### src/rtl/ppu_pkg.sv
// ppu_pkg: shared types and default timing constants for the PPU CHR SRAM
// arbiter.
//   state_t    - sequencer state encoding (IDLE, RD, WR_SU, WR_PL, WR_HD)
//   req_id_t   - requester identity (none / render / CPU / loader)
//   *_DEF      - default strobe timing and CPU starvation limit
package ppu_pkg;

    typedef enum logic [2:0] {
        ST_IDLE  = 3'd0,
        ST_RD    = 3'd1,
        ST_WR_SU = 3'd2,
        ST_WR_PL = 3'd3,
        ST_WR_HD = 3'd4
    } state_t;

    typedef enum logic [1:0] {
        ID_NONE = 2'd0,
        ID_RDE  = 2'd1,
        ID_CPU  = 2'd2,
        ID_LD   = 2'd3
    } req_id_t;

    localparam int RD_CYCLES_DEF    = 2;
    localparam int WR_PULSE_DEF     = 2;
    localparam int CPU_MAX_WAIT_DEF = 4;

endpackage

### src/rtl/ppu_chr_arb_pri.sv
// ppu_chr_arb_pri: combinational priority select plus CPU aging counter.
//   i_clk, i_rstn - PPU clock, async active-low reset
//   idle          - sequencer is in IDLE; a grant can only be issued then
//   rde_req       - render request
//   cpu_req       - CPU request
//   ld_req        - loader request
//   sel           - requester granted this cycle (ID_NONE if none)
// Render normally beats CPU, CPU beats loader. Once CPU_MAX_WAIT render
// grants have gone by with the CPU still waiting, the CPU jumps the queue.
module ppu_chr_arb_pri
    import ppu_pkg::*;
#(
    parameter int CPU_MAX_WAIT = CPU_MAX_WAIT_DEF
) (
    input  logic    i_clk,
    input  logic    i_rstn,
    input  logic    idle,
    input  logic    rde_req,
    input  logic    cpu_req,
    input  logic    ld_req,
    output req_id_t sel
);

    localparam int AW = $clog2(CPU_MAX_WAIT + 1);

    logic [AW-1:0] age;
    logic          cpu_aged;

    assign cpu_aged = (age == AW'(CPU_MAX_WAIT));

    // NOTE: sel gets a default before any branch so no path leaves it
    // unassigned; otherwise synthesis would infer a latch.
    always_comb begin
        sel = ID_NONE;
        if (idle) begin
            if (cpu_req && cpu_aged)
                sel = ID_CPU;
            else if (rde_req)
                sel = ID_RDE;
            else if (cpu_req)
                sel = ID_CPU;
            else if (ld_req)
                sel = ID_LD;
        end
    end

    // Age counts render grants that overtook a waiting CPU. It is only
    // meaningful while the CPU keeps its request up.
    // NOTE: registered state uses non-blocking assignments so every flop
    // samples the pre-edge value regardless of statement order.
    always_ff @(posedge i_clk or negedge i_rstn) begin
        if (!i_rstn) begin
            age <= '0;
        end else if (!cpu_req || sel == ID_CPU) begin
            age <= '0;
        end else if (sel == ID_RDE && !cpu_aged) begin
            age <= age + AW'(1);
        end
    end

endmodule

### src/rtl/ppu_chr_arb.sv
// ppu_chr_arb: arbiter and strobe sequencer for the 4Kx16 async CHR SRAM.
//   i_clk, i_rstn          - PPU clock, async active-low reset
//   i_rde_* / o_rde_*      - render word reads (grant, valid, data)
//   i_cpu_* / o_cpu_*      - CPU byte reads/writes (ack, read byte)
//   i_ld_* / o_ld_ack      - loader word writes
//   i_sram_wp              - write protect; writes are acked but not strobed
//   o_sram_*, i_sram_rdata - SRAM pins; all strobes active low
//   o_busy                 - sequencer is not in IDLE
// Reads:  IDLE -> RD (RD_CYCLES) -> IDLE, data captured at end of last RD.
// Writes: IDLE -> WR_SU -> WR_PL (WR_PULSE, we_n low) -> WR_HD -> IDLE.
// All strobes, address and write data are registered.
module ppu_chr_arb
    import ppu_pkg::*;
#(
    parameter int RD_CYCLES    = RD_CYCLES_DEF,
    parameter int WR_PULSE     = WR_PULSE_DEF,
    parameter int CPU_MAX_WAIT = CPU_MAX_WAIT_DEF
) (
    input  logic        i_clk,
    input  logic        i_rstn,
    input  logic        i_rde_req,
    input  logic [11:0] i_rde_addr,
    output logic        o_rde_gnt,
    output logic        o_rde_vld,
    output logic [15:0] o_rde_rdata,
    input  logic        i_cpu_req,
    input  logic        i_cpu_we,
    input  logic [12:0] i_cpu_addr,
    input  logic [7:0]  i_cpu_wdata,
    output logic        o_cpu_ack,
    output logic [7:0]  o_cpu_rdata,
    input  logic        i_ld_req,
    input  logic [11:0] i_ld_addr,
    input  logic [15:0] i_ld_wdata,
    output logic        o_ld_ack,
    input  logic        i_sram_wp,
    output logic [11:0] o_sram_addr,
    output logic [15:0] o_sram_wdata,
    input  logic [15:0] i_sram_rdata,
    output logic        o_sram_we_n,
    output logic        o_sram_oe_n,
    output logic        o_sram_ub_n,
    output logic        o_sram_lb_n,
    output logic        o_busy
);

    localparam int CNT_MAX = (RD_CYCLES > WR_PULSE) ? RD_CYCLES : WR_PULSE;
    localparam int CW      = $clog2(CNT_MAX + 1);

    state_t        state;
    req_id_t       sel;
    req_id_t       op_id;     // owner of the access in flight
    logic          byte_hi;   // CPU byte lane of the access in flight
    logic [CW-1:0] cnt;       // cycles left in RD / WR_PL, minus one

    ppu_chr_arb_pri #(
        .CPU_MAX_WAIT (CPU_MAX_WAIT)
    ) u_pri (
        .i_clk   (i_clk),
        .i_rstn  (i_rstn),
        .idle    (state == ST_IDLE),
        .rde_req (i_rde_req),
        .cpu_req (i_cpu_req),
        .ld_req  (i_ld_req),
        .sel     (sel)
    );

    assign o_rde_gnt = (sel == ID_RDE);
    assign o_busy    = (state != ST_IDLE);

    always_ff @(posedge i_clk or negedge i_rstn) begin
        if (!i_rstn) begin
            state        <= ST_IDLE;
            op_id        <= ID_NONE;
            byte_hi      <= 1'b0;
            cnt          <= '0;
            o_sram_addr  <= '0;
            o_sram_wdata <= '0;
            o_sram_oe_n  <= 1'b1;
            o_sram_we_n  <= 1'b1;
            o_sram_ub_n  <= 1'b1;
            o_sram_lb_n  <= 1'b1;
            o_rde_vld    <= 1'b0;
            o_rde_rdata  <= '0;
            o_cpu_ack    <= 1'b0;
            o_cpu_rdata  <= '0;
            o_ld_ack     <= 1'b0;
        end else begin
            // Completion pulses last exactly one cycle.
            o_rde_vld <= 1'b0;
            o_cpu_ack <= 1'b0;
            o_ld_ack  <= 1'b0;

            case (state)
                ST_IDLE: begin
                    case (sel)
                        ID_RDE: begin
                            op_id       <= ID_RDE;
                            o_sram_addr <= i_rde_addr;
                            state       <= ST_RD;
                            cnt         <= CW'(RD_CYCLES - 1);
                            o_sram_oe_n <= 1'b0;
                            o_sram_ub_n <= 1'b0;
                            o_sram_lb_n <= 1'b0;
                        end
                        ID_CPU: begin
                            op_id        <= ID_CPU;
                            byte_hi      <= i_cpu_addr[0];
                            o_sram_addr  <= i_cpu_addr[12:1];
                            o_sram_wdata <= {i_cpu_wdata, i_cpu_wdata};
                            if (!i_cpu_we) begin
                                state       <= ST_RD;
                                cnt         <= CW'(RD_CYCLES - 1);
                                o_sram_oe_n <= 1'b0;
                                o_sram_ub_n <= 1'b0;
                                o_sram_lb_n <= 1'b0;
                            end else if (i_sram_wp) begin
                                // Protected: skip straight to hold and ack.
                                state     <= ST_WR_HD;
                                o_cpu_ack <= 1'b1;
                            end else begin
                                state       <= ST_WR_SU;
                                o_sram_ub_n <= ~i_cpu_addr[0];
                                o_sram_lb_n <= i_cpu_addr[0];
                            end
                        end
                        ID_LD: begin
                            op_id        <= ID_LD;
                            o_sram_addr  <= i_ld_addr;
                            o_sram_wdata <= i_ld_wdata;
                            if (i_sram_wp) begin
                                state    <= ST_WR_HD;
                                o_ld_ack <= 1'b1;
                            end else begin
                                state       <= ST_WR_SU;
                                o_sram_ub_n <= 1'b0;
                                o_sram_lb_n <= 1'b0;
                            end
                        end
                        default: ;
                    endcase
                end

                ST_RD: begin
                    if (cnt == '0) begin
                        state       <= ST_IDLE;
                        o_sram_oe_n <= 1'b1;
                        o_sram_ub_n <= 1'b1;
                        o_sram_lb_n <= 1'b1;
                        if (op_id == ID_RDE) begin
                            o_rde_vld   <= 1'b1;
                            o_rde_rdata <= i_sram_rdata;
                        end else begin
                            o_cpu_ack   <= 1'b1;
                            o_cpu_rdata <= byte_hi ? i_sram_rdata[15:8]
                                                   : i_sram_rdata[7:0];
                        end
                    end else begin
                        cnt <= cnt - CW'(1);
                    end
                end

                ST_WR_SU: begin
                    state       <= ST_WR_PL;
                    cnt         <= CW'(WR_PULSE - 1);
                    o_sram_we_n <= 1'b0;
                end

                ST_WR_PL: begin
                    if (cnt == '0) begin
                        state       <= ST_WR_HD;
                        o_sram_we_n <= 1'b1;
                        if (op_id == ID_CPU)
                            o_cpu_ack <= 1'b1;
                        else
                            o_ld_ack <= 1'b1;
                    end else begin
                        cnt <= cnt - CW'(1);
                    end
                end

                ST_WR_HD: begin
                    // Address/data held through this cycle; release lanes.
                    state       <= ST_IDLE;
                    o_sram_ub_n <= 1'b1;
                    o_sram_lb_n <= 1'b1;
                end

                default: begin
                    state       <= ST_IDLE;
                    o_sram_oe_n <= 1'b1;
                    o_sram_we_n <= 1'b1;
                    o_sram_ub_n <= 1'b1;
                    o_sram_lb_n <= 1'b1;
                end
            endcase
        end
    end

endmodule
### config.mk
export PLATFORM = sky130hd
export DESIGN_NAME = ppu_chr_arb
export DESIGN_NICKNAME = d
export VERILOG_FILES = /design/src/rtl/ppu_pkg.sv /design/src/rtl/ppu_chr_arb_pri.sv /design/src/rtl/ppu_chr_arb.sv
export SDC_FILE = /design/constraint.sdc
export NUM_CORES = 1
export LEC_CHECK = 0
export ABC_AREA = 1
export CAP_MARGIN = 5
export CORE_UTILIZATION = 39
export CTS_BUF_LIST = sky130_fd_sc_hd__clkbuf_8 sky130_fd_sc_hd__clkbuf_16
export CTS_CLUSTER_SIZE = 40
export DETAILED_ROUTE_END_ITERATION = 12
export GPL_ROUTABILITY_DRIVEN = 1
export PLACE_DENSITY = 0.76
export REMOVE_ABC_BUFFERS = 1
export SLEW_MARGIN = 20
export SYNTH_ARGS = -nofsm -noshare
export SYNTH_HDL_FRONTEND = slang
export SYNTH_SLANG_ARGS = --single-unit
### constraint.sdc
create_clock -name i_clk -period 1.5 [get_ports i_clk]
set_input_delay 0.15 -clock i_clk [delete_from_list [all_inputs] [get_ports i_clk]]
set_output_delay 0.15 -clock i_clk [all_outputs]
set_load 0.02 [all_outputs]
# After elaboration in Yosys (flattened, before gate mapping)
# Index checks and enable logic that the tools add are counted.
[totals]
regBits = 70
latch_bits = 0
ramBits = 0
mem_bits_ro = 0
inputBits = 84
word_cells = 117
memories = 0
[op_classes]
addsub = 2
n_mul = 0
div_mod_pow = 0
n_lt_le_gt_ge = 0
n_eq_ne = 18
n_shift = 0
n_mux = 50
n_bitwise = 5
reduce_logical = 26
[ops]
columns = ["operator", "count"]
rows = [
  ["$pmux 12 s3", 1],
  ["$pmux 16 s2", 1],
  ["$pmux 1 s3", 7],
  ["$mux 1", 20],
  ["$mux 3", 6],
  ["$mux 2", 7],
  ["$pmux 2 s3", 2],
  ["$pmux 3 s4", 1],
  ["$ne 3x3->1 const B", 3],
  ["$pmux 3 s3", 1],
  ["$reduce_and 3->1", 3],
  ["$reduce_bool 3->1", 3],
  ["$mux 8", 1],
  ["$ne 4x4->1 const B", 2],
  ["$reduce_and 2->1", 4],
  ["$reduce_and 4->1", 2],
  ["$eq 2x2->1 const B", 3],
  ["$eq 3x2->1 const B", 2],
  ["$eq 3x3->1 const B", 2],
  ["$ne 2x2->1 const B", 3],
  ["$reduce_or 3->1", 2],
  ["$not 1->1", 5],
  ["$reduce_and 5->1", 1],
  ["$eq 2x1->1 const B", 2],
  ["other kinds (12)", 17],
]

# Longest topological paths before layout
# Gate-level depths: netlist of run 1.
[depth]
depth_word = 9
mapped_depth = 11
ltp_nobuf = 10

# Cells and area by module
# From an unflattened synthesis of run 1, not the netlist that was laid out.
[unflattened]
hier_cells = 432
hier_area_um2 = 3555.9
[modules_own_cells]
columns = ["mod", "instances", "cells_per_inst", "area_each_um2"]
rows = [
  ["ppu_chr_arb", 1, 397, 3290.7],
  ["ppu_chr_arb_pri", 1, 35, 265.3],
]

# Worst setup path after synthesis of run 1
# No wires, ideal clock.
[synth_timing]
path_kind = "register to register"
from = "reg u_pri.age[0]"
to = "reg u_pri.age[1]"
arrival_time_ns = 1.457
required_time_ns = 1.380
path_slack_ns = -0.077
stages_incl_launch_ff = 11
synth_period_minus_slack_ns = 1.577
path_cell_list = "dfrtp_1 -> inv_1 -> ha_1 -> nand3_1 -> nand2_2 -> nor2_1 -> nand2_1 -> inv_1 -> nand2_1 -> nor2_1 -> nor2_1"
[synth_between]
elab_chain_len = 7
[synth_rtl]
columns = ["element", "line", "rtl"]
rows = [
  ["from (decl)", "ppu_chr_arb_pri.sv:26", "logic [AW-1:0] age;"],
  ["from (signal assigned)", "ppu_chr_arb_pri.sv:57", "age <= age + AW'(1);"],
  ["$eq 3x3->1", "ppu_chr_arb_pri.sv:29", "assign cpu_aged = (age == AW'(CPU_MAX_WAIT));"],
  ["$logic_and 1x1->1", "ppu_chr_arb_pri.sv:36", "if (cpu_req && cpu_aged)"],
  ["$mux 2", "ppu_chr_arb_pri.sv:36", ""],
  ["$mux 2", "ppu_chr_arb_pri.sv:35", "if (idle) begin"],
  ["$eq 2x1->1", "--", ""],
  ["net o_rde_gnt", "ppu_chr_arb.sv:23", "output logic o_rde_gnt,"],
  ["$logic_and 1x1->1", "ppu_chr_arb_pri.sv:56", "end else if (sel == ID_RDE && !cpu_aged) begin"],
  ["$reduce_bool 2->1 (no line)", "--", ""],
]
# The timed path passes the listed nets, and every way through them passes these cells. The select of a mux whose other input is x is not followed.
# A chain may end at the register's enable or synchronous reset.

# Worst setup path after layout of run 1
[layout_timing]
from = "reg state[2]"
to = "out o_rde_gnt"
[layout_between]
elab_chain_len = 3
[layout_rtl]
columns = ["element", "line", "rtl"]
rows = [
  ["from (decl)", "ppu_chr_arb.sv:50", "state_t state;"],
  ["from (signal assigned)", "ppu_chr_arb.sv:73", "state <= ST_IDLE;"],
  ["from (signal assigned)", "ppu_chr_arb.sv:100", "state <= ST_RD;"],
  ["from (signal assigned)", "ppu_chr_arb.sv:112", "state <= ST_RD;"],
  ["$logic_not 3->1", "ppu_chr_arb.sv:61", ".idle (state == ST_IDLE),"],
  ["$mux 2", "ppu_chr_arb_pri.sv:35", ""],
  ["$eq 2x1->1", "ppu_chr_arb.sv:68", "assign o_rde_gnt = (sel == ID_RDE);"],
  ["to (decl)", "ppu_chr_arb.sv:23", ""],
]
# No other way between the ends.

==> results of run 1 <==
[metal layers]
layer | share of wire (%) | wire length [um] | track usage [%] | up-vias
li1 | - | - | - | 1756
met1 | 40 | 4680 | 30.0 | 1751
met2 | 50 | 5930 | 43.4 | 179
met3 | 7.1 | 840 | 5.69 | 26
met4 | 3.0 | 353 | 12.7 | 0
met5 | 0 | 0 | 0 | -
[synthesized netlist by cell type, drive strengths merged (2+ instances only)]
library cell  count  share of area (%)
o211ai            7                1.5
a22oi            10                2.2
a21oi             3               0.44
dfrtp            66                 48
nor3              2               0.62
nand2           159                 18
nor2             26                3.3
nand3            36                5.7
o21a              8                1.7
inv              44                4.9
o21ai            24                3.5
dfstp             4                3.1
ha                3                1.1
o21bai            2               0.44
buf              12                2.5
clkbuf            2               0.22
nand4             8                1.9
[power by group through the flow]
| stage | logic (uW) | registers [uW] | clock network, uW |
|---|---|---|---|
| final | 7640 | 3410 | 1470 |
| after global routing | 8270 | 3500 | 1590 |
| after CTS | 7080 | 3400 | 1500 |
| after detailed placement | 6480 | 3380 | 0 |
| after global placement | 6310 | 3360 | 0 |
| after floorplan | 2350 | 4330 | 0 |
[timing repair]
item | CTS | global route
buffers inserted | 9 | 6
cloned | 5 | 2
resized for setup | 110 | 83
setup endpoints to repair | 52 | 89
hold buffers | 1 | 0
endpoints found under the hold margin | 9 | 0
pin swaps | 36 | 23
[cell families (layout without fill, tap and decap cells)]
logic type / Yosys count / in the layout / share of synthesized area [%]
buffers and inverters: 59 / 263 / 7.70
adders and majority gates: 3 / 3 / 1.09
xor gates and xnor gates: 1 / 1 / 0.254
and+or+nand+nor: 232 / 232 / 29.7
AOI/OAI and AO/OA: 56 / 56 / 10.2
DFF: 70 / 70 / 51.0
[sequential cells by signal, summed over array words and instances (netlist names), 2 cells and up]
name          cells
op_id             2
o_sram_wdata     16
u_pri.age         3
o_sram_addr      12
o_cpu_rdata       8
cnt               2
state             3
o_rde_rdata      16
[metrics by stage]
step	setup WS, ps	total power [uW]
6_report	-176	12500
5_1_grt	-253	13400
4_1_cts	-140	12000
3_5_place_dp	-474	9860
3_3_place_gp	-363	9670
2_1_floorplan	-427	6680
[worst paths after layout]
| path | to | slack (ps) | startpoint | cells past startpoint |
|---|---|---|---|---|
| setup / recovery | o_rde_gnt | -180 | state[2] | 8 |
| hold reg to reg | o_sram_oe_n | 460 | o_sram_oe_n | 2 |
| max in group asynchronous | o_sram_oe_n | 660 | i_rstn | 3 |
| hold / removal | byte_hi | 230 | i_rstn | 2 |
| setup reg to reg | o_sram_addr[3] | -170 | state[2] | 12 |
| min in group i_clk | o_sram_wdata[10] | 400 | i_cpu_wdata[2] | 3 |
[worst max-delay path, stage by stage (launching register included)]
cell     delay, ps
dfrtp_1        410
inv_2           90
nand2_4         70
buf_6          130
nor2_8         100
nand2_2        100
nand2_2         90
inv_1           60
buf_4          150
[area by class of cell]
type,instances,area share (%)
timing repair buffer,197,32.7
multi-input combinational,292,29.5
clock buffer,10,2.22
clock inverter,6,0.887
timing repair inverter,5,1.23
sequential,70,28.3
tap,105,2.12
inverter,45,3.10
==> flow_metrics.env, run 1 <==
export IMPL_post_drt_via_cell_ratio=5.08
export IMPL_vias=3712
export IMPL_multiInputGateArea_um2=1830
export IMPL_detail_route_drc_violations=0
export IMPL_timing_slew_headroom_pct=76.9
export IMPL_tritoncts="done"
export IMPL_core_area_um2=8380
export IMPL_status="finished with violations"
export IMPL_design_area_um2=6210
export IMPL_layout_drive_gt1_share_pct=27.7
export IMPL_final_fill_count=569
export IMPL_grt_setup_unrepaired="true"
export IMPL_post_route_antenna_net_violation_count=0
export IMPL_ys_types=34
export IMPL_failed_checks="setup timing"
export IMPL_fp_row_count=33
export IMPL_critPathLaunchType="flop"
export IMPL_power_density_nw_per_um2=2020
export IMPL_timing_final_setup_violations=38
export IMPL_synthesized_netlist_cell_count=421
export IMPL_finish_net_count=707
export IMPL_worstHoldPathType="input pin to asynchronous set/reset pin"
export IMPL_gpl_final_weighted_congestion=0.834
export IMPL_worst_path_max_fanout=3
export IMPL_clockRootBuffer="clkbuf_8"
export IMPL_synth_enable_flop_cells=0
export IMPL_drt_iter0_markers=110
export IMPL_synth_avg_cell_area_um2=8.18
export IMPL_critical_path_required_time_ps=1350
export IMPL_first_pass_iters=4
export IMPL_tightestPinTransition_ps=343
export IMPL_route_detailed_wl_per_inst_um=16.2
export IMPL_worstSkewPairLatency_ps=330
export IMPL_die_area_um2=9210
export IMPL_power_static_leakage_uw=0.00333
export IMPL_clk_pin_slew_ps=80
export IMPL_cellInternalPower_uw=7210
export IMPL_cts_sinks=70
export IMPL_die_extent_in_y_um=96.0
export IMPL_fin_worst_hold_slack_ps=227
export IMPL_grt_overflow=0
export IMPL_final_core_utilization_pct=74.1
export IMPL_vias_in_the_first_global_route=3713
export IMPL_final_cell_mix="126 x nand2_1, 109 x clkdlybuf4s50_1, 66 x dfrtp_1"
export IMPL_tns_ps=-3070
export IMPL_synthFlopType="dfrtp_1"
export IMPL_finalCritPeriodShare_pct=112
export IMPL_final_hold_viol_count=0
export IMPL_setup_slack_ps=-176
export IMPL_wirelength_um=11800
export IMPL_postSynth_asyncResetShare_pct=100
export IMPL_postSynthRegisterBits=70
export IMPL_final_common_cell="nand2_1"
export IMPL_grt_total_usage_pct=25.4
export IMPL_period_needed_ps=1680
export IMPL_ys_warn_count=0
export IMPL_power_clock_fraction_pct=11.8
export IMPL_post_place_cells=692
export IMPL_final_max_slew_viol_count=0
export IMPL_layout_area_overhead_vs_synth_pct=80.2
export IMPL_vdd_ir_drop_max_mv=1.13
export IMPL_grt_pass1_wl_um=17600
export IMPL_syn_area_um2=3440
export IMPL_timing_max_cap_violations=0
export IMPL_io_pins=145
export IMPL_antenna_cells=0
export IMPL_placedInstanceArea_um2=5210
export IMPL_worstSetupPathType="flop to output pin"
export IMPL_layout_area_seq_um2=1760
export IMPL_htree_levels=3
export IMPL_arrival_ps=1530
export IMPL_die_x_um=96.0
export IMPL_grt_max_degree=62
export IMPL_initial_utilization_pct=41.1
export IMPL_cts_root_to_sink_buffers=2
export IMPL_setup_worst_path_end_class="output pin"
export IMPL_cts_buffers_inserted=9
export IMPL_clock_skew_ps=15.2
export IMPL_net_switching_power_uw=5320
export IMPL_ys_seq_area_share_pct=51.0
export IMPL_pwr_share_seq_pct=27.3
export IMPL_grt_antenna_before_repair=0
export IMPL_dp_hpwl_um=7300
export IMPL_switching_share_pct=42.5
export IMPL_timing_fmax_mhz=597
export IMPL_final_cell_count_without_fillers=730
export IMPL_power_share_combinational_pct=61.0
export IMPL_numPortBuffers=144
Note: power is estimated with default switching activity, not from simulation.
==> run 2: changes to the inputs <==
Settings changed: CORE_UTILIZATION 39 to 43, PLACE_DENSITY 0.76 to 0.8.
Clock period 1.5 ns to 1.7 ns, I/O delays scaled along.
==> flow_metrics.env, run 2 (synthesized netlist as in run 1, its figures left out) <==
export IMPL_power_static_leakage_uw=0.00268
export IMPL_grt_met2_usage_pct=40.2
export IMPL_placedInstanceArea_um2=5170
export IMPL_regToRegStartpoint="state[1]"
export IMPL_route_detailed_wl_per_inst_um=13.4
export IMPL_grt_pass1_wl_um=15600
export IMPL_clk_pin_slew_ps=80
export IMPL_design_area_um2=5540
export IMPL_timing_final_setup_violations=0
export IMPL_io_pins=145
export IMPL_layout_area_overhead_vs_synth_pct=60.9
export IMPL_numPortBuffers=144
export IMPL_die_area_um2=8370
export IMPL_grt_overflow=0
export IMPL_total_power_uw=10300
export IMPL_grt_antenna_before_repair=0
export IMPL_met1_resource_use_gr_pct=27.9
export IMPL_critPathMaxStageDelay_ps=510
export IMPL_grt_total_usage_pct=23.6
export IMPL_vdd_ir_drop_max_mv=0.849
export IMPL_fin_worst_hold_slack_ps=240
export IMPL_detail_route_drc_violations=0
export IMPL_critPathLaunchType="input pin"
export IMPL_critical_path_required_time_ps=1920
export IMPL_arrival_ps=1870
export IMPL_final_hold_viol_count=0
export IMPL_clockRootBuffer="clkbuf_8"
export IMPL_wirelength_um=9420
export IMPL_final_cell_mix="149 x nand2_1, 141 x clkdlybuf4s50_1, 66 x dfrtp_1"
export IMPL_tns_ps=0
export IMPL_finalCritPeriodShare_pct=96.9
export IMPL_htree_levels=3
export IMPL_vias=3520
export IMPL_period_needed_ps=1650
export IMPL_tightestPinTransition_ps=533
export IMPL_worstSetupPathType="input pin to flop"
export IMPL_tritoncts="done"
export IMPL_initial_utilization_pct=44.6
export IMPL_grt_most_used_layer="met2"
export IMPL_critical_path_startpoint="i_cpu_req"
export IMPL_worstHoldPathType="input pin to asynchronous set/reset pin"
export IMPL_drt_iter0_markers=138
export IMPL_status="complete, no violations"
export IMPL_final_max_slew_viol_count=0
export IMPL_clock_skew_ps=12.4
export IMPL_post_drt_via_cell_ratio=5.00
export IMPL_final_fill_count=566
export IMPL_fp_row_count=32
export IMPL_finish_net_count=684
export IMPL_series_of_cell_instances_along_the_critical_path="clkdlybuf4s50_1, o21ai_0, nand2_4, buf_6, nand3_4, clkinv_8, buf_4, nand2_1, nand3_1"
export IMPL_worst_path_max_fanout=9
export IMPL_first_pass_iters=4
export IMPL_setup_worst_path_end_class="flop"
export IMPL_worstSkewPairLatency_ps=340
export IMPL_power_density_nw_per_um2=1860
export IMPL_cts_buffers_inserted=9
export IMPL_cts_sinks=70
export IMPL_biggestRegsByFlops="o_rde_rdata x16, o_sram_wdata x16, o_sram_addr x12"
export IMPL_timing_max_cap_violations=0
export IMPL_gpl_final_weighted_congestion=0.905
export IMPL_antenna_cells=0
export IMPL_post_route_antenna_net_violation_count=0
export IMPL_grt_max_degree=40
export IMPL_die_x_um=91.5
export IMPL_layout_drive_gt1_share_pct=14.1
export IMPL_grt_setup_unrepaired="true"
export IMPL_critical_path_slowest_cell="clkdlybuf4s50_1"
export IMPL_timing_fmax_mhz=607
export IMPL_timing_slew_headroom_pct=64.4
export IMPL_dp_hpwl_um=7200
export IMPL_final_core_utilization_pct=71.7
export IMPL_die_extent_in_y_um=91.5
export IMPL_core_area_um2=7730
export IMPL_vias_in_the_first_global_route=3491
export IMPL_grt_use_met3_pct=7.54
export IMPL_final_common_cell="nand2_1"
export IMPL_cts_root_to_sink_buffers=2
## run 2: metrics by stage
stage,setup slack (ps),instances
final,53.2,704
after detailed placement,-268,683
after floorplan,-227,407
after global placement,-210,683
after global routing,-18.6,704
after CTS,6.23,700
## run 2: worst paths after layout
kind | end | slack (ps) | depth (start not counted)
max | o_sram_wdata[2] | 50 | 9
min | o_rde_rdata[1] | 240 | 2
max reg2reg | u_pri.age[1] | 70 | 10
min reg2reg | o_sram_oe_n | 460 | 2
max in group asynchronous | o_sram_addr[6] | 930 | 3
min in group i_clk | o_sram_wdata[8] | 400 | 3
## run 2: worst max-delay path, delay by kind of cell
family | cells | cell delay, ps
buf+inv | 4 | 920
simple gates | 4 | 450
compound gates | 1 | 330
## run 2: cell type report
type / instances / area [um2] / share of cell area (%)
timing repair inverter: 1 / 8.76 / 0.158
sequential: 70 / 1760 / 31.7
multi-input combinational: 292 / 1490 / 26.8
tap: 102 / 128 / 2.30
clock buffer: 11 / 151 / 2.73
clock inverter: 5 / 81.3 / 1.47
timing repair buffer: 178 / 1740 / 31.5
inverter: 45 / 186 / 3.36
## run 2: power by group
| group | internal (uW) | switching, uW |
|---|---|---|
| Clock | 906 | 614 |
| Sequential | 2510 | 506 |
| Combinational | 2690 | 3060 |
## run 2: repair_timing
item / CTS / global route
hold buffers: 1 / 0
buffers inserted: 0 / 3
gates cloned: 0 / 1
gates resized for setup: 14 / 23
endpoints found under the setup margin: 16 / 20
pin swaps: 2 / 7
hold endpoints to repair: 41 / 0
## run 2: per-layer routing
metal	vias up	part of all wire (%)
li1	1708	-
met2	153	49
met3	12	8.8
met5	-	0
met1	1647	41
met4	0	1.3
==> RTL edit 1: new RTL, config.mk and constraints of run 2 <==
Re-encode `req_id_t` (4 values) as one-hot, 4 bits wide.
--- a/src/rtl/ppu_pkg.sv
+++ b/src/rtl/ppu_pkg.sv
@@ -14,9 +14,9 @@
     } state_t;
 
-    typedef enum logic [1:0] {
-        ID_NONE = 2'd0,
-        ID_RDE  = 2'd1,
-        ID_CPU  = 2'd2,
-        ID_LD   = 2'd3
+    typedef enum logic [3:0] {
+        ID_NONE = 4'b0001,
+        ID_RDE  = 4'b0010,
+        ID_CPU  = 4'b0100,
+        ID_LD   = 4'b1000
     } req_id_t;
 
Function: no difference found for any inputs over 4 cycles, from zero or initial values and one cycle with i_rstn low; so few cycles prove little.
==> RTL edit 1 against run 2 <==
Synthesized area rose by 5.0%. Power shrank 8.0%. Die area grew 4.9%. Via count grew 2.0%. Worst setup slack got worse by 0.0013 ns. Cell area is 0.23% lower. Critical path type is now flop to output port. Sequential share of layout area up 1.0 points. Routed wire length is the same. Critical endpoint is now o_sram_lb_n. Synthesized cell count grew 12%. Sequential cell count increased by 2. Register-to-register slack better by 0.07 ns. Highest routed layer unchanged.
==> RTL edit 1: results (changes against run 2) <==
Parameter                              Value

Clocking
  Clk_lat worst skew ... 0.36 ns (was 0.34 ns)

Route
  DR WL met2 ... 4820 um (was 4640 um)
  Avg Vias per Cell ... 4.82 (was 5.00)
  Routed length per placed instance ... 12.7 um (was 13.4 um)
  Total Routed Length ... 9420 um (unchanged)
  Post-Route M1 WL ... 3800 um (was 3830 um)
  Detailed router's first-iteration violation count ... 117 (was 138)
  Routed wl met3 ... 555 um (was 833 um)

Power and ir drop
  Static leakage ... 2.75 nW (was 2.68 nW)
  Highest ir drop seen on vdd ... 0.903 mV (was 0.849 mV)

GRT
  GR met2 Demand/Resource ... 40.1% (was 40.2%)
  Met3 Usage GRT ... 5.26% (was 7.54%)
  Wire length of the first global-routing pass ... 15800 um (was 15600 um)
  Aggregate global-route resource usage ... 23.2% (was 23.6%)
  Met1 usage in global routing ... 27.3% (was 27.9%)

Placement
  Placer's final routability congestion estimate ... 0.857 (was 0.905)
  Instance area at placement ... 5270 um^2 (was 5170 um^2)
  DPL Wire Length ... 7100 um (was 7200 um)
  Setup slack at placement ... -0.0388 ns (was -0.268 ns)

Critical path
  Reg2Reg Depth ... 11 (was 10)
  Arrival time at the worst endpoint ... 1.48 ns (was 1.87 ns)
  FF-to-FF setup slack ... 0.14 ns (was 0.07 ns)
  Largest stage delay, worst path ... 0.60 ns (was 0.51 ns)
  Endpoint of the worst-slack reg-to-reg timing path ... o_sram_wdata[15]$_DFFE_PN0P_ (was u_pri.age[1]$_DFFE_PN0P_)

Timing
  Relative slew margins ... 70.5% (was 64.4%)
  Final worst hold slack ... 0.261 ns (was 0.240 ns)
  Worst Clk Skew ... 0.0185 ns (was 0.0124 ns)

Status
  Status ... completed (unchanged)

Layout
  Nets ... 721 (was 684)
  Share of final-layout standard cells stronger than drive strength 1 ... 11.1% (was 14.1%)

Logic synthesis
  Ranking of synthesized cells by instance count ... sky130_fd_sc_hd__nand2_1, sky130_fd_sc_hd__dfrtp_1, sky130_fd_sc_hd__inv_1, sky130_fd_sc_hd__nand3_1, sky130_fd_sc_hd__nor2_1 (unchanged)
  Post-synthesis area per instance ... 7.66 um^2 (was 8.18 um^2)
  Post-synthesis sequential area ratio ... 50.0% (was 51.0%)
[RTL edit 1: timing repair]
action,CTS,global route
endpoints found under the setup margin,2,40
buffers inserted,0,0
gates resized for setup,5,18
endpoints found under the hold margin,22,0
hold buffers,1,0
[RTL edit 1: worst max-delay path by stage]
stage / startpoint / endpoint / slack, ns / cells after the start
after global routing: u_pri.age[1]$_DFFE_PN0P_ / o_rde_gnt / -0.004 / 6
after global placement: i_cpu_req / o_rde_gnt / -0.002 / 5
final: o_sram_lb_n$_DFFE_PN1P_ / o_sram_lb_n / 0.05 / 1
after floorplan: state[2]$_DFFE_PN0P_ / op_id[1]$_DFFE_PN0P_ / -0.09 / 6
after detailed placement: i_cpu_req / o_rde_gnt / -0.04 / 5
after CTS: u_pri.age[0]$_DFFE_PN0P_ / cnt[1]$_DFFE_PN0P_ / 0.03 / 11
[RTL edit 1: power breakdown]
part	switching, W	internal (W)
clock network	0.000679	0.000677
registers	0.000492	0.00254
logic	0.00279	0.00229
total	0.00396	0.00550
[RTL edit 1: logic make-up after synthesis]
group | count (synthesis) | share of synthesized area [%]
DFF | 72 | 50.0
muxes | 6 | 1.66
buffers and inverters | 59 | 7.51
and+or+nand+nor | 298 | 34.3
AOI/OAI and AO/OA | 34 | 5.54
adders and majority gates | 3 | 1.04
[RTL edit 1: cell type report]
| type | count | area, um^2 | share of cell area (%) |
|---|---|---|---|
| multi-input combinational | 341 | 1570 | 28.4 |
| inverter | 45 | 181 | 3.28 |
| timing repair buffer | 165 | 1640 | 29.7 |
| clock buffer | 9 | 124 | 2.24 |
| tap | 105 | 131 | 2.38 |
| clock inverter | 7 | 71.3 | 1.29 |
| sequential | 72 | 1810 | 32.7 |
==> RTL edit 2: new RTL, config.mk and constraints of run 2 <==
Made on the original files. Set the package constant `CPU_MAX_WAIT_DEF` to 8 (it was 4).
--- a/src/rtl/ppu_pkg.sv
+++ b/src/rtl/ppu_pkg.sv
@@ -23,5 +23,5 @@
     localparam int RD_CYCLES_DEF    = 2;
     localparam int WR_PULSE_DEF     = 2;
-    localparam int CPU_MAX_WAIT_DEF = 4;
+    localparam int CPU_MAX_WAIT_DEF = 8;
 
 endpackage
Check against the original RTL: same outputs for any inputs over 4 cycles, from zero or initial values and one cycle with i_rstn low; that may be too few to reach the edited logic, so the function may still have changed.
==> RTL edit 2 against run 2 <==
The flow now finishes with violations (setup timing). Utilization is 0.66 points higher. Critical path type is now flop to output port. Worst setup slack worse by 0.13 ns. Cell area is 0.93% higher. Critical endpoint is now o_rde_gnt. Sequential cell count is 1 higher. Power is 3.4% lower. Largest cell class is now non-clock buffers. Routed wire length is 5.5% higher. Synthesized area is 0.73% lower. Non-clock buffer count is 7 higher. Sequential share of layout area is 0.16 points higher.
==> RTL edit 2: results (changes against run 2) <==
Parameter                              Value

Critical path
  Maximum fanout along the worst path ... 3 (was 9)
  Largest stage delay, worst path ... 0.40 ns (was 0.51 ns)
  Slowest CP cell ... sky130_fd_sc_hd__dfrtp_1 (was sky130_fd_sc_hd__clkdlybuf4s50_1)

Layout
  Share of final-layout standard cells stronger than drive strength 1 ... 18.6% (was 14.1%)

Timing
  Final setup viols ... 7 (was 0)
  Final setup slack of the worst path ... -0.0772 ns (was 0.0532 ns)
  Worst Clk Skew ... 0.00849 ns (was 0.0124 ns)
  Pin slew with the least headroom to its limit ... 0.539 ns (was 0.533 ns)

Placement
  Placer's final routability congestion estimate ... 0.907 (was 0.905)
  DPL Wire Length ... 7390 um (was 7200 um)
  Inst Count DP ... 668 (was 683)
  Instance area at placement ... 5190 um^2 (was 5170 um^2)
  Setup slack at placement ... -0.406 ns (was -0.268 ns)

Logic synthesis
  Post-synthesis sequential area ratio ... 52.1% (was 51.0%)
  Ranking of synthesized cells by instance count ... sky130_fd_sc_hd__nand2_1, sky130_fd_sc_hd__dfrtp_1, sky130_fd_sc_hd__inv_1, sky130_fd_sc_hd__nor2_1, sky130_fd_sc_hd__o21ai_0 (was sky130_fd_sc_hd__nand2_1, sky130_fd_sc_hd__dfrtp_1, sky130_fd_sc_hd__inv_1, sky130_fd_sc_hd__nand3_1, sky130_fd_sc_hd__nor2_1)
  Post-synthesis share of cell area spent on xor and xnor gates ... 0.512% (was 0.254%)
  Fraction of the mapped netlist area in compound gates ... 15.0% (was 10.2%)
  Unique cell type count in the Yosys netlist ... 37 (was 34)
  Leading post-synthesis cells by cell area ... sky130_fd_sc_hd__dfrtp_1, sky130_fd_sc_hd__nand2_1, sky130_fd_sc_hd__inv_1 (was sky130_fd_sc_hd__dfrtp_1, sky130_fd_sc_hd__nand2_1, sky130_fd_sc_hd__nand3_1)

Power and ir drop
  Static leakage ... 2.58 nW (was 2.68 nW)

Route
  Post-Route M1 WL ... 3830 um (about the same)
  Total Routed Length ... 9940 um (was 9420 um)
  Avg Vias per Cell ... 5.07 (was 5.00)
  Total number of vias ... 3494 (was 3520)

Status
  Status ... finished, violations left (was completed)
  Violations in the final reports ... setup timing

GRT
  Met3 Usage GRT ... 5.61% (was 7.54%)
  Aggregate global-route resource usage ... 24.7% (was 23.6%)
  Wire length of the first global-routing pass ... 16000 um (was 15600 um)

Clocking
  Number of gates resized after CTS ... 22 (was 14)
[RTL edit 2: changes by cell type in the layout (fill, tap and decap cells not counted), moves of 5 or more]
cell	run 2	this run
sky130_fd_sc_hd__a21oi_1	3	18
sky130_fd_sc_hd__a31oi_1	0	9
sky130_fd_sc_hd__nand2_1	149	96
sky130_fd_sc_hd__nand2_2	6	11
sky130_fd_sc_hd__nand3_1	32	16
sky130_fd_sc_hd__nor2_1	23	35
sky130_fd_sc_hd__o21a_1	8	0
sky130_fd_sc_hd__o21ai_0	21	16
sky130_fd_sc_hd__o21ai_1	3	12
sky130_fd_sc_hd__o21ai_2	0	10
[RTL edit 2: worst paths after layout]
| check | cells after the start | slack (ns) | end | startpoint |
|---|---|---|---|---|
| worst min register to register | 2 | 0.47 | o_rde_rdata[9]$_DFFE_PN0P_ | o_rde_rdata[9]$_DFFE_PN0P_ |
| worst max register to register | 10 | -0.04 | o_sram_wdata[10]$_DFFE_PN0P_ | u_pri.age[0]$_DFFE_PN0P_ |
| min in group i_clk | 3 | 0.40 | o_sram_wdata[15]$_DFFE_PN0P_ | i_cpu_wdata[7] |
| worst min-delay path | 3 | 0.39 | o_rde_rdata[0]$_DFFE_PN0P_ | i_rstn |
| max in group asynchronous | 3 | 0.98 | o_sram_oe_n$_DFFE_PN1P_ | i_rstn |
| worst max-delay path | 8 | -0.08 | o_rde_gnt | u_pri.age[0]$_DFFE_PN0P_ |
[RTL edit 2: layout make-up]
cell class              count  area (um^2)
clock buffers              11          151
clock inverters             4         46.3
fillers                   579         2130
inverters                  46          191
multi-input cells         269         1480
flip-flops and latches     71         1780
well taps                 102          128
repair buffers            185         1810
repair inverters            1         7.51
[RTL edit 2: critical path, delay by kind of cell, from the launching register on]
family,cells,cell delay (ns)
fa+ha+maj,1,0.13
buf+inv,3,0.24
flops,1,0.40
simple gates,4,0.50
[RTL edit 2: metrics by stage]
step	utilization [%]	TNS, ns
2_1_floorplan	-	-9.18
3_3_place_gp	67.1	-4.48
3_5_place_dp	67.1	-9.13
4_1_cts	70.8	-0.0597
5_1_grt	72.4	-4.98
6_report	72.4	-0.193
[RTL edit 2: cells by family after synthesis]
| group | count (synthesis) |
|---|---|
| buffers and inverters | 60 |
| AOI/OAI and AO/OA | 85 |
| and+or+nand+nor | 179 |
| adders and majority gates | 3 |
| DFF | 71 |
| xor gates and xnor gates | 2 |
[RTL edit 2: report_power, final]
group	total [W]	switching (W)	internal [W]
clock network	0.00133	0.000592	0.000742
logic	0.00558	0.00302	0.00256
registers	0.00302	0.000508	0.00252
total	0.00994	0.00412	0.00582
